`src/rtl/fpu_op_sequencer.sv`:
```
// Sequences ESC instructions from CPU microcode into the FPU interface. It assembles
// 16-bit load words into the 80-bit operand, splits results into store words and runs a watchdog.
module fpu_op_sequencer #(
    parameter int TIMEOUT_CYCLES = 1024
) (
    input  logic        clk,
    input  logic        reset_n,
    input  logic        op_valid,
    output logic        op_ready,
    input  logic [7:0]  op_opcode,
    input  logic [7:0]  op_modrm,
    input  logic        op_is_load,
    input  logic        op_is_store,
    input  logic [1:0]  op_size,
    input  logic        op_is_integer,
    input  logic        op_is_bcd,
    input  logic        wr_word_valid,
    input  logic [15:0] wr_word,
    output logic        wr_word_ready,
    output logic        rd_word_valid,
    output logic [15:0] rd_word,
    input  logic        rd_word_ready,
    input  logic        fwait,
    output logic        fwait_stall,
    output logic        done,
    output logic        timeout_err,
    output logic        fpu_instr_valid,
    output logic [7:0]  fpu_opcode,
    output logic [7:0]  fpu_modrm,
    output logic        fpu_has_memory_op,
    output logic [1:0]  fpu_operand_size,
    output logic        fpu_is_integer,
    output logic        fpu_is_bcd,
    input  logic        fpu_instr_ack,
    output logic        fpu_data_write,
    output logic [79:0] fpu_data_in,
    output logic        fpu_data_read,
    input  logic [79:0] fpu_data_out,
    input  logic        fpu_data_ready,
    input  logic        fpu_busy
);

    localparam int TW = $clog2(TIMEOUT_CYCLES + 1);
    localparam logic [TW-1:0] TIMER_LAST = TW'(TIMEOUT_CYCLES - 1);

    typedef enum logic [2:0] {
        ST_IDLE, ST_ISSUE, ST_LOAD_COLLECT, ST_LOAD_PUSH,
        ST_EXEC_WAIT, ST_STORE_WAIT, ST_STORE_SEND
    } state_t;

    state_t        r_state;
    logic [TW-1:0] r_timer;
    logic [2:0]    r_word_cnt;
    logic [79:0]   r_operand;
    logic [79:0]   r_result;
    logic [7:0]    r_opcode;
    logic [7:0]    r_modrm;
    logic          r_is_load;
    logic          r_is_store;
    logic [1:0]    r_size;
    logic          r_is_integer;
    logic          r_is_bcd;
    logic          r_instr_valid;
    logic          r_wr_word_ready;
    logic          r_rd_word_valid;
    logic          r_data_write;
    logic          r_data_read;
    logic          r_done;
    logic          r_timeout_err;

    logic [2:0]    w_n_words;
    logic          w_last_word;
    logic          w_timed;
    logic          w_expired;
    logic [15:0]   w_rd_word;

    always_comb begin
        w_n_words = 3'd1;
        case (r_size)
            2'd0: w_n_words = 3'd1;
            2'd1: w_n_words = 3'd2;
            2'd2: w_n_words = 3'd4;
            2'd3: w_n_words = 3'd5;
            default: w_n_words = 3'd1;
        endcase
    end

    assign w_last_word = (r_word_cnt == w_n_words - 3'd1);
    assign w_timed     = (r_state == ST_ISSUE) || (r_state == ST_EXEC_WAIT) ||
                         (r_state == ST_STORE_WAIT);
    assign w_expired   = w_timed && (r_timer == TIMER_LAST);

    always_comb begin
        w_rd_word = '0;
        for (int i = 0; i < 5; i++) begin
            if (r_word_cnt == 3'(i)) w_rd_word = r_result[16*i +: 16];
        end
    end

    // NOTE: op_ready is gated by reset_n so that every output reads 0 while reset is held,
    // even though the state register already sits in IDLE.
    assign op_ready          = (r_state == ST_IDLE) && reset_n;
    assign fwait_stall       = fwait && (r_state != ST_IDLE);
    assign rd_word           = w_rd_word;
    assign wr_word_ready     = r_wr_word_ready;
    assign rd_word_valid     = r_rd_word_valid;
    assign done              = r_done;
    assign timeout_err       = r_timeout_err;
    assign fpu_instr_valid   = r_instr_valid;
    assign fpu_opcode        = r_opcode;
    assign fpu_modrm         = r_modrm;
    assign fpu_has_memory_op = r_is_load || r_is_store;
    assign fpu_operand_size  = r_size;
    assign fpu_is_integer    = r_is_integer;
    assign fpu_is_bcd        = r_is_bcd;
    assign fpu_data_write    = r_data_write;
    assign fpu_data_in       = r_operand;
    assign fpu_data_read     = r_data_read;

    always_ff @(posedge clk or negedge reset_n) begin
        if (!reset_n) begin
            r_state         <= ST_IDLE;
            r_timer         <= '0;
            r_word_cnt      <= '0;
            r_operand       <= '0;
            r_result        <= '0;
            r_opcode        <= '0;
            r_modrm         <= '0;
            r_is_load       <= 1'b0;
            r_is_store      <= 1'b0;
            r_size          <= '0;
            r_is_integer    <= 1'b0;
            r_is_bcd        <= 1'b0;
            r_instr_valid   <= 1'b0;
            r_wr_word_ready <= 1'b0;
            r_rd_word_valid <= 1'b0;
            r_data_write    <= 1'b0;
            r_data_read     <= 1'b0;
            r_done          <= 1'b0;
            r_timeout_err   <= 1'b0;
        end else begin
            r_done       <= 1'b0;
            r_data_write <= 1'b0;
            r_data_read  <= 1'b0;
            if (w_timed) r_timer <= r_timer + 1'b1;

            if (w_expired) begin
                r_state       <= ST_IDLE;
                r_timer       <= '0;
                r_instr_valid <= 1'b0;
                r_timeout_err <= 1'b1;
            end else begin
                case (r_state)
                    ST_IDLE: begin
                        if (op_valid) begin
                            r_opcode      <= op_opcode;
                            r_modrm       <= op_modrm;
                            r_is_load     <= op_is_load;
                            r_is_store    <= op_is_store && !op_is_load;
                            r_size        <= op_size;
                            r_is_integer  <= op_is_integer;
                            r_is_bcd      <= op_is_bcd;
                            r_word_cnt    <= '0;
                            r_operand     <= '0;
                            r_timeout_err <= 1'b0;
                            r_instr_valid <= 1'b1;
                            r_timer       <= '0;
                            r_state       <= ST_ISSUE;
                        end
                    end
                    ST_ISSUE: begin
                        if (fpu_instr_ack) begin
                            r_instr_valid <= 1'b0;
                            r_timer       <= '0;
                            if (r_is_load) begin
                                r_wr_word_ready <= 1'b1;
                                r_state         <= ST_LOAD_COLLECT;
                            end else if (r_is_store) begin
                                r_state <= ST_STORE_WAIT;
                            end else begin
                                r_state <= ST_EXEC_WAIT;
                            end
                        end
                    end
                    ST_LOAD_COLLECT: begin
                        if (wr_word_valid) begin
                            for (int i = 0; i < 5; i++) begin
                                if (r_word_cnt == 3'(i)) r_operand[16*i +: 16] <= wr_word;
                            end
                            r_word_cnt <= r_word_cnt + 3'd1;
                            if (w_last_word) begin
                                r_wr_word_ready <= 1'b0;
                                r_data_write    <= 1'b1;
                                r_timer         <= '0;
                                r_state         <= ST_LOAD_PUSH;
                            end
                        end
                    end
                    ST_LOAD_PUSH: begin
                        r_timer <= '0;
                        r_state <= ST_EXEC_WAIT;
                    end
                    ST_EXEC_WAIT: begin
                        // A zero timer marks the first cycle, when fpu_busy may not yet reflect this op.
                        if (r_timer != '0 && !fpu_busy) begin
                            r_done  <= 1'b1;
                            r_timer <= '0;
                            r_state <= ST_IDLE;
                        end
                    end
                    ST_STORE_WAIT: begin
                        if (fpu_data_ready) begin
                            r_result        <= fpu_data_out;
                            r_data_read     <= 1'b1;
                            r_word_cnt      <= '0;
                            r_rd_word_valid <= 1'b1;
                            r_timer         <= '0;
                            r_state         <= ST_STORE_SEND;
                        end
                    end
                    ST_STORE_SEND: begin
                        if (rd_word_ready) begin
                            r_word_cnt <= r_word_cnt + 3'd1;
                            if (w_last_word) begin
                                r_rd_word_valid <= 1'b0;
                                r_done          <= 1'b1;
                                r_timer         <= '0;
                                r_state         <= ST_IDLE;
                            end
                        end
                    end
                    default: begin
                        r_timer <= '0;
                        r_state <= ST_IDLE;
                    end
                endcase
            end
        end
    end

endmodule

```
`config.mk`:
```
export PLATFORM = sky130hd
export DESIGN_NAME = fpu_op_sequencer
export DESIGN_NICKNAME = d
export VERILOG_FILES = /design/src/rtl/fpu_op_sequencer.sv
export SDC_FILE = /design/constraint.sdc
export NUM_CORES = 1
export LEC_CHECK = 0
export BUFFER_PORTS_ARGS = -buffer_cell sky130_fd_sc_hd__buf_4
export CELL_PAD_IN_SITES_DETAIL_PLACEMENT = 1
export CELL_PAD_IN_SITES_GLOBAL_PLACEMENT = 1
export CORE_UTILIZATION = 42
export CTS_BUF_LIST = sky130_fd_sc_hd__clkbuf_4
export CTS_CLUSTER_DIAMETER = 40
export DETAILED_ROUTE_END_ITERATION = 8
export PLACE_DENSITY = 0.89
export SLEW_MARGIN = 30
export SYNTH_ARGS = -nofsm -noshare
export SYNTH_HDL_FRONTEND = slang
export SYNTH_SLANG_ARGS = --single-unit
```
`constraint.sdc`:
```
create_clock -name clk -period 2.6 [get_ports clk]
set_clock_uncertainty 0.05 [all_clocks]
set_input_delay 0.13 -clock clk [delete_from_list [all_inputs] [get_ports clk]]
set_output_delay 0.13 -clock clk [all_outputs]
set_load 0.1 [all_outputs]
```
==> flow_summary.json, run 1 <==
{
  "status": "complete, but fails checks",
  "failed_checks": "setup timing",
  "grt-ovfl-total": 0,
  "core_sq_mm": 0.0212,
  "ff2ff_setup_slack_ps": 230,
  "place_congestion": 0.807,
  "viasPerCell": 5.38,
  "routed_wl_mm": 36.9,
  "final_core_util_pct": 66.4,
  "clock-sinks": 206,
  "fin_tns_setup_ps": -4350,
  "max-slew-margin-rel_pct": 40.7,
  "area_growth_pct": 53.2,
  "worst_slack_ps": -343,
  "worstSetupEndpointType": "output pin",
  "antenna_found_initial": 10,
  "layout-drive-gt1-share_pct": 45.4,
  "cp_common_cell": "buf_12",
  "netlist_area_sq_mm": 0.00920,
  "start_util_pct": 43.4,
  "grt_max_degree": 101,
  "synthFlopType": "dfrtp_1",
  "slowest_delay_ps": 400,
  "syn_area_per_cell_sq_um": 11.9,
  "drv_slew": 0,
  "path_cells": "inv_2 -> ha_2 -> nor2b_4 -> buf_12 -> a22oi_2 -> a211oi_2 -> a21oi_2 -> o21ai_4 -> buf_12",
  "io_pins": 253,
  "drt-initial-drc-count": 387,
  "rsz0062_at_grt": "yes",
  "nets": 1323,
  "critPathKind": "reg -> out",
  "drtAntennaViolNets": 0,
  "grt_pass1_wl_mm": 55.8,
  "tritoncts": "yes",
  "required_ps": 2420,
  "rows": 53,
  "synth_edf_count": 0,
  "hold_viol": 0,
  "hold_path_class": "in -> async",
  "regArea_sq_mm": 0.00516,
  "yosysWarnings": 0,
  "finalWorstPathRequiredPeriod_ps": 2940,
  "synth.net_count": 910,
  "cts.clk_slew.worst_paths_ps": 80,
  "arrival_ps": 2760,
  "cts_buffers": 55,
  "die_area_sq_mm": 0.0225,
  "multi_input_area_sq_mm": 0.00405,
  "cp_max_fo": 17,
  "cts_buffer_depth": 3,
  "htree_levels": 2,
  "place_hpwl_mm": 19.5,
  "seq_area_frac_synth_pct": 56.0,
  "start_kind": "register",
  "syn_inst": 774,
  "routedWlPerCell_um": 24.4,
  "synth_seq_cells": 206,
  "first_global_vias": 9380,
  "die_x_um": 150,
  "cts-root-buf": "clkbuf_4",
  "finalSetupViolations": 16,
  "synth_cell_types": 56,
  "drt-pass1-iter-count": 4,
  "portBuffers": 252,
  "via_count": 8142,
  "grt_usage_pct": 33.4,
  "r2r_cells": 5,
  "critPathSlowestCell": "dfrtp_1",
  "clock_latency_ps": 670,
  "worst_r2r_endpoint": "fpu_data_in[62]",
  "nFillCells": 2170,
  "die_h_um": 150,
  "max_freq_mhz": 340,
  "startpoint": "r_word_cnt[1]",
  "r2r_start": "r_state[0]",
  "drc": 0,
  "postSynth.asyncResetShare_pct": 100,
  "tightestPinTransition_ps": 886,
  "fin_crit_sh_pct": 113,
  "maxCapViolCount": 0
}
[critical path, delay by kind of cell, from the launching register on]
kind / cells / cell delay, ps
AOI/OAI and AO/OA: 4 / 760
and+or+nand+nor: 1 / 190
buffers and inverters: 3 / 480
adders and majority gates: 1 / 240
DFF: 1 / 400
[through the flow]
stage / cell area, sq um / worst slack (ps) / hold slack [ps] / cells
2_1_floorplan: 9350 / -47.5 / -216 / 774
3_3_place_gp: 11500 / 197 / 76.4 / 1274
3_5_place_dp: 11600 / 41.3 / 77.2 / 1274
4_1_cts: 14000 / -247 / 20.8 / 1504
5_1_grt: 14100 / -448 / 11.7 / 1514
6_report: 14100 / -343 / 24.1 / 1514
[metal layers]
layer	vias up	wire, um	GRT usage (%)
li1	3562	-	-
met1	4179	13400	36.5
met2	280	20000	60.4
met3	121	1590	5.95
met4	0	1930	19.6
met5	-	0	0
[placed cells by master (no fill, tap or decap), drive strengths merged, types with 4 or more instances in the layout]
master	instances
and3	4
o21ai	105
ha	9
nor2	40
clkbuf	91
a22oi	17
dlygate4sd3	125
a211oi	17
o31ai	5
diode	12
dfrtp	206
inv	10
nor3	5
xnor2	7
buf	280
clkinv	5
mux2	102
a21oi	22
xor2	4
nand4	4
nand2	124
[flip-flops by register name (all words and copies together) (netlist names)]
register	count
fpu_data_write	1
fpu_operand_size	2
r_word_cnt	3
fpu_modrm	8
done	1
fpu_is_integer	1
r_timer	11
fpu_data_in	80
rd_word_valid	1
r_is_load	1
timeout_err	1
fpu_instr_valid	1
r_result	80
fpu_opcode	8
fpu_is_bcd	1
wr_word_ready	1
fpu_data_read	1
r_state	3
r_is_store	1
[synth_stat cells, types with 2 or more instances]
cell type	count	area share, %
and3_1	4	0.27
buf_6	2	0.24
nand3_1	2	0.11
nand4_1	4	0.27
mux2_2	24	2.9
a31oi_1	2	0.14
inv_1	9	0.37
a211oi_1	17	1.4
mux2i_1	3	0.33
ha_1	9	1.2
buf_12	9	2.0
o21ai_1	10	0.54
o21ai_0	95	5.2
xnor2_1	7	0.67
nand2_1	124	5.1
o31ai_1	4	0.33
dfrtp_1	206	56
mux2_4	78	13
clkbuf_1	28	1.1
xor2_1	4	0.38
o22ai_1	2	0.14
o31a_1	2	0.19
nand3b_1	3	0.24
a22oi_1	17	1.4
nor2_1	40	1.6
nor4b_1	3	0.29
and2_1	2	0.14
nor2b_1	3	0.20
buf_2	10	0.54
nor3_1	4	0.22
a21oi_1	22	1.2
[what timing repair did]
action / CTS / global route
endpoints found under the hold margin: 363 / 0
resized for setup: 89 / 16
gates cloned: 2 / 0
endpoints found under the setup margin: 16 / 16
pin swaps: 21 / 16
buffers inserted: 5 / 0
hold buffers: 126 / 0
[area by class of cell]
class | instances | share of cell area (%)
Clock inverter | 7 | 0.373
Inverter | 9 | 0.240
Antenna cell | 12 | 0.213
Tap cell | 275 | 2.44
Sequential cell | 206 | 36.6
Multi-Input combinational cell | 508 | 28.7
Timing Repair Buffer | 407 | 26.6
Clock buffer | 90 | 4.79
[worst max-delay path by stage]
stage,slack [ps],to
floorplan,-50,op_ready
global placement,200,fpu_data_in[29]
detailed placement,40,rd_word[11]
CTS,-250,rd_word[6]
global route,-450,rd_word[14]
finish,-340,rd_word[14]
[kinds of logic (layout without fill, tap and decap cells)]
group,after synthesis,count (layout),share of synthesized area [%]
flip-flops,206,206,56.0
adder cells (fa/ha/maj),9,9,1.22
XOR/XNOR,11,11,1.05
buffers and inverters,60,513,4.38
other,0,12,0
AND/OR/NAND/NOR,203,203,9.87
multiplexers,105,105,16.0
AO/OA/AOI/OAI,180,180,11.5
Power of run 1 is not shown: default switching activity piles up to over one toggle a cycle in this logic, so the estimate is an artifact.
==> run 2, diff against run 1 <==
- CORE_UTILIZATION: 42 -> 38
- PLACE_DENSITY: 0.89 -> 0.85
- clock period: 2.6 -> 2.7 ns (I/O delays scaled with it)
==> flow_summary.json, run 2 (synthesis gave the netlist of run 1 again) <==
{
  "place_congestion": 0.815,
  "r2r_cells": 7,
  "via_count": 8147,
  "arrival_ps": 2770,
  "routedWlPerCell_um": 23.2,
  "worst_slack_ps": -252,
  "grt_pass1_wl_mm": 54.4,
  "status": "complete, but fails checks",
  "max_freq_mhz": 339,
  "maxCapViolCount": 0,
  "hold_path_class": "in -> reg",
  "fin_hold_ws_ps": 178,
  "viasPerCell": 5.17,
  "path_cells": "inv_2 -> ha_4 -> nor3b_4 -> buf_6 -> buf_8 -> a22oi_1 -> a211oi_2 -> a21oi_1 -> o21ai_2 -> buf_12",
  "worstSetupEndpointType": "output pin",
  "min_to": "r_result[21]",
  "portBuffers": 252,
  "grt_max_degree": 95,
  "drv_slew": 0,
  "cts.clk_slew.worst_paths_ps": 90,
  "final_common_cell": "buf_4",
  "finalSetupViolations": 16,
  "hold_viol": 0,
  "critPathKind": "reg -> out",
  "fin_crit_sh_pct": 109,
  "min_from": "fpu_data_out[21]",
  "start_util_pct": 39.0,
  "clock_latency_ps": 690,
  "drt-initial-drc-count": 441,
  "placed_area_sq_mm": 0.0115,
  "final_cell_area_sq_mm": 0.0141,
  "place_hpwl_mm": 19.9,
  "die_area_sq_mm": 0.0248,
  "htree_levels": 2,
  "regArea_sq_mm": 0.00516,
  "rows": 56,
  "area_growth_pct": 53.7,
  "start_kind": "register",
  "layout-drive-gt1-share_pct": 44.0,
  "max-slew-margin-rel_pct": 48.6,
  "required_ps": 2520,
  "nFillCells": 2499,
  "io_pins": 253,
  "r2r_start": "r_state[1]",
  "holdPathStages": 3,
  "die_h_um": 158,
  "grt_usage_pct": 29.3,
  "cts-root-buf": "clkbuf_4",
  "ff2ff_setup_slack_ps": 260,
  "worst_r2r_endpoint": "r_result[69]",
  "critPathSlowestCell": "dfrtp_2",
  "core_sq_mm": 0.0236,
  "drt-pass1-iter-count": 4,
  "cts_buffer_depth": 3,
  "routed_wl_mm": 36.6,
  "clock-sinks": 206,
  "nets": 1336,
  "cts_buffers": 57,
  "grt-ovfl-total": 0,
  "multi_input_area_sq_mm": 0.00398,
  "die_x_um": 158,
  "slowest_delay_ps": 450,
  "failed_checks": "setup timing",
  "antenna_found_initial": 7,
  "finalWorstPathRequiredPeriod_ps": 2950,
  "first_global_vias": 9289,
  "tightestPinTransition_ps": 767,
  "layout_common_cells": "buf_4, dfrtp_1, dlygate4sd3_1",
  "drtAntennaViolNets": 0,
  "tritoncts": "yes",
  "cp_max_fo": 7,
  "drc": 0,
  "rsz0062_at_grt": "yes"
}
run 2: cell count changes in the layout (fill, tap and decap cells not counted), moves of 7 or more:
| cell | delta |
|---|---|
| o21ai_4 | -10 |
| o21ai_2 | +10 |
| clkbuf_4 | -14 |
| clkinv_1 | +22 |
| buf_4 | +7 |
run 2: metal layers:
layer	vias up	wire [um]	global-route usage (%)
met2	285	19700	53.2
met4	0	1900	16.6
met1	4161	13600	32.6
li1	3586	-	-
met5	-	0	0
met3	115	1430	4.76
run 2: what timing repair did:
item,in CTS,in global routing
gates cloned,0,1
endpoints found under the hold margin,329,0
setup endpoints to repair,16,18
pin swaps,34,13
gates resized for setup,92,20
hold buffers,128,0
setup buffers,5,4
run 2: cell type report:
type	instances	area share [%]
multi-input combinational	508	28.1
clock buffer	76	4.04
clock inverter	31	1.03
timing repair buffer	418	27.1
antenna	8	0.142
sequential	206	36.5
tap	319	2.82
inverter	9	0.239
run 2: worst max-delay path by stage:
stage	startpoint	to	slack [ps]	cells after the start
floorplan	fpu_operand_size[1]	r_timer[10]	4	6
global placement	r_word_cnt[0]	rd_word[11]	200	9
detailed placement	r_word_cnt[0]	rd_word[11]	40	9
CTS	r_word_cnt[1]	rd_word[11]	-220	9
global route	r_word_cnt[1]	rd_word[1]	-320	10
finish	r_word_cnt[0]	rd_word[5]	-250	10
run 2: critical path: cells and delay by family, from the launching register on:
kind	cells	cell delay, ps
compound gates	4	720
buf+inv	4	590
flops	1	450
simple gates	1	180
fa+ha+maj	1	140
run 2: through the flow:
step           utilization (%)  setup slack (ps)  std cells  TNS, ps
4_1_cts                   59.0              -223       1561    -2820
6_report                  59.9              -252       1575    -2870
3_3_place_gp              48.6               199       1321        0
2_1_floorplan                -              4.00        774        0
5_1_grt                   59.9              -323       1574    -4330
3_5_place_dp              48.7              41.8       1321        0
Power of run 2 is left out for the same reason.
==> run 3, diff against run 2 <==
--- a/config.mk
+++ b/config.mk
@@ -10,3 +10,3 @@
 export CELL_PAD_IN_SITES_GLOBAL_PLACEMENT = 1
-export CORE_UTILIZATION = 38
+export CORE_UTILIZATION = 30
 export CTS_BUF_LIST = sky130_fd_sc_hd__clkbuf_4
@@ -14,3 +14,3 @@
 export DETAILED_ROUTE_END_ITERATION = 8
-export PLACE_DENSITY = 0.85
+export PLACE_DENSITY = 0.69
 export SLEW_MARGIN = 30
==> constraint.sdc (replaced) <==
create_clock -name clk -period 3.3 [get_ports clk]
set_clock_uncertainty 0.05 [all_clocks]
set_input_delay 0.495 -clock clk [delete_from_list [all_inputs] [get_ports clk]]
set_output_delay 0.495 -clock clk [all_outputs]
set_load 0.1 [all_outputs]
==> flow_summary.json, run 3 (synthesis gave the netlist of run 1 again) <==
{
  "grt_max_degree": 110,
  "fin_crit_sh_pct": 102,
  "r2r_cells": 6,
  "cts_buffers": 58,
  "routed_wl_mm": 32.8,
  "finalWorstPathRequiredPeriod_ps": 3350,
  "hold_viol": 0,
  "arrival_ps": 2810,
  "drt-pass1-iter-count": 6,
  "rows": 63,
  "drv_slew": 0,
  "drt-initial-drc-count": 379,
  "routedWlPerCell_um": 20.5,
  "die_area_sq_mm": 0.0314,
  "clock_latency_ps": 670,
  "max-slew-margin-rel_pct": 42.2,
  "worst_slack_ps": -52.3,
  "crit_end": "rd_word[14]",
  "grt_pass1_wl_mm": 48.8,
  "drtAntennaViolNets": 0,
  "layout-drive-gt1-share_pct": 44.8,
  "rsz0062_at_grt": "yes",
  "startpoint": "r_word_cnt[1]",
  "finalSetupViolations": 3,
  "layout_common_cells": "buf_4, dfrtp_1, nand2_1",
  "ff2ff_setup_slack_ps": 690,
  "via_count": 7738,
  "required_ps": 2750,
  "portBuffers": 252,
  "start_util_pct": 30.8,
  "maxCapViolCount": 0,
  "worst_r2r_endpoint": "r_result[25]",
  "nets": 1307,
  "drc": 0,
  "start_kind": "register",
  "antenna_found_initial": 9,
  "tritoncts": "yes",
  "max_freq_mhz": 298,
  "final_cells": 1604,
  "htree_levels": 2,
  "grt-ovfl-total": 0,
  "final_common_cell": "buf_4",
  "placed_area_sq_mm": 0.0115,
  "fin_hold_ws_ps": 47.9,
  "place_hpwl_mm": 19.7,
  "area_growth_pct": 49.4,
  "tightestPinTransition_ps": 866,
  "worstSetupEndpointType": "output pin",
  "place_congestion": 0.818,
  "grt_usage_pct": 20.3,
  "clock-sinks": 206,
  "cts.clk_slew.worst_paths_ps": 70,
  "critPathKind": "reg -> out",
  "cp_max_fo": 6,
  "io_pins": 253,
  "status": "complete, but fails checks",
  "failed_checks": "setup timing",
  "core_sq_mm": 0.0299,
  "die_x_um": 177,
  "placedCellCount": 1382,
  "cts-root-buf": "clkbuf_4",
  "post-place-ws_ps": 378,
  "hold_path_class": "in -> reg",
  "final_cell_area_sq_mm": 0.0137,
  "nFillCells": 3255,
  "cts_buffer_depth": 3,
  "r2r_start": "r_state[0]",
  "viasPerCell": 4.82,
  "first_global_vias": 8340,
  "die_h_um": 177
}
[run 3: cell count changes in the layout (fill, tap and decap cells not counted), sizes merged]
cell and delta:
bufinv -1, buf -6, dlygate4sd3 -25, diode +1, clkbuf +8, clkinvlp +1, clkinv -20
[run 3: per-stage QoR]
| stage | setup TNS, ps | util (%) |
|---|---|---|
| after floorplan | 0 | - |
| after CTS | 0 | 44.9 |
| final | -138 | 46.0 |
| after global placement | 0 | 38.4 |
| after global routing | -1140 | 46.0 |
| after detailed placement | 0 | 38.5 |
[run 3: worst max-delay path, stage by stage, from the launching register on]
cell and delay, ps:
dfrtp_1 410, inv_2 120, ha_4 150, nor3b_4 210, buf_6 170, buf_8 130, a22oi_2 70, a211oi_2 330
a21oi_2 120, o21ai_2 210, buf_12 200
[run 3: worst min-delay path by stage]
stage                startpoint              end  slack, ps  cells past startpoint
6_report       fpu_data_out[31]     r_result[31]         50                      2
5_1_grt        fpu_data_out[31]     r_result[31]         10                      2
4_1_cts        fpu_data_out[31]     r_result[31]          4                      2
3_5_place_dp    fpu_data_in[54]  fpu_data_in[54]        420                      2
3_3_place_gp    fpu_data_in[35]  fpu_data_in[35]        410                      2
2_1_floorplan           reset_n             done        150                      0
[run 3: timing repair]
item,CTS,global route
hold buffers,102,0
setup endpoints to repair,16,16
pin swaps,6,20
buffers inserted,4,11
cloned,1,1
hold endpoints to repair,148,0
resized for setup,46,43
[run 3: layer usage]
layer | GRT usage, % | part of all wire, % | vias up
met5 | 0 | 0 | -
met4 | 10.2 | 4.2 | 0
met3 | 3.82 | 4.6 | 105
met2 | 33.9 | 50 | 246
met1 | 25.1 | 41 | 3864
li1 | - | - | 3523
[run 3: cell type report]
| class | count | area [sq um] | share of cell area (%) |
|---|---|---|---|
| diodes | 9 | 22.5 | 0.164 |
| clock buffers | 83 | 623 | 4.53 |
| clock inverters | 11 | 48.8 | 0.355 |
| inverters | 9 | 33.8 | 0.246 |
| multi-input cells | 508 | 3900 | 28.4 |
| flip-flops and latches | 206 | 5160 | 37.5 |
| well taps | 390 | 488 | 3.55 |
| repair buffers | 388 | 3470 | 25.2 |
Power of run 3 is left out for the same reason.
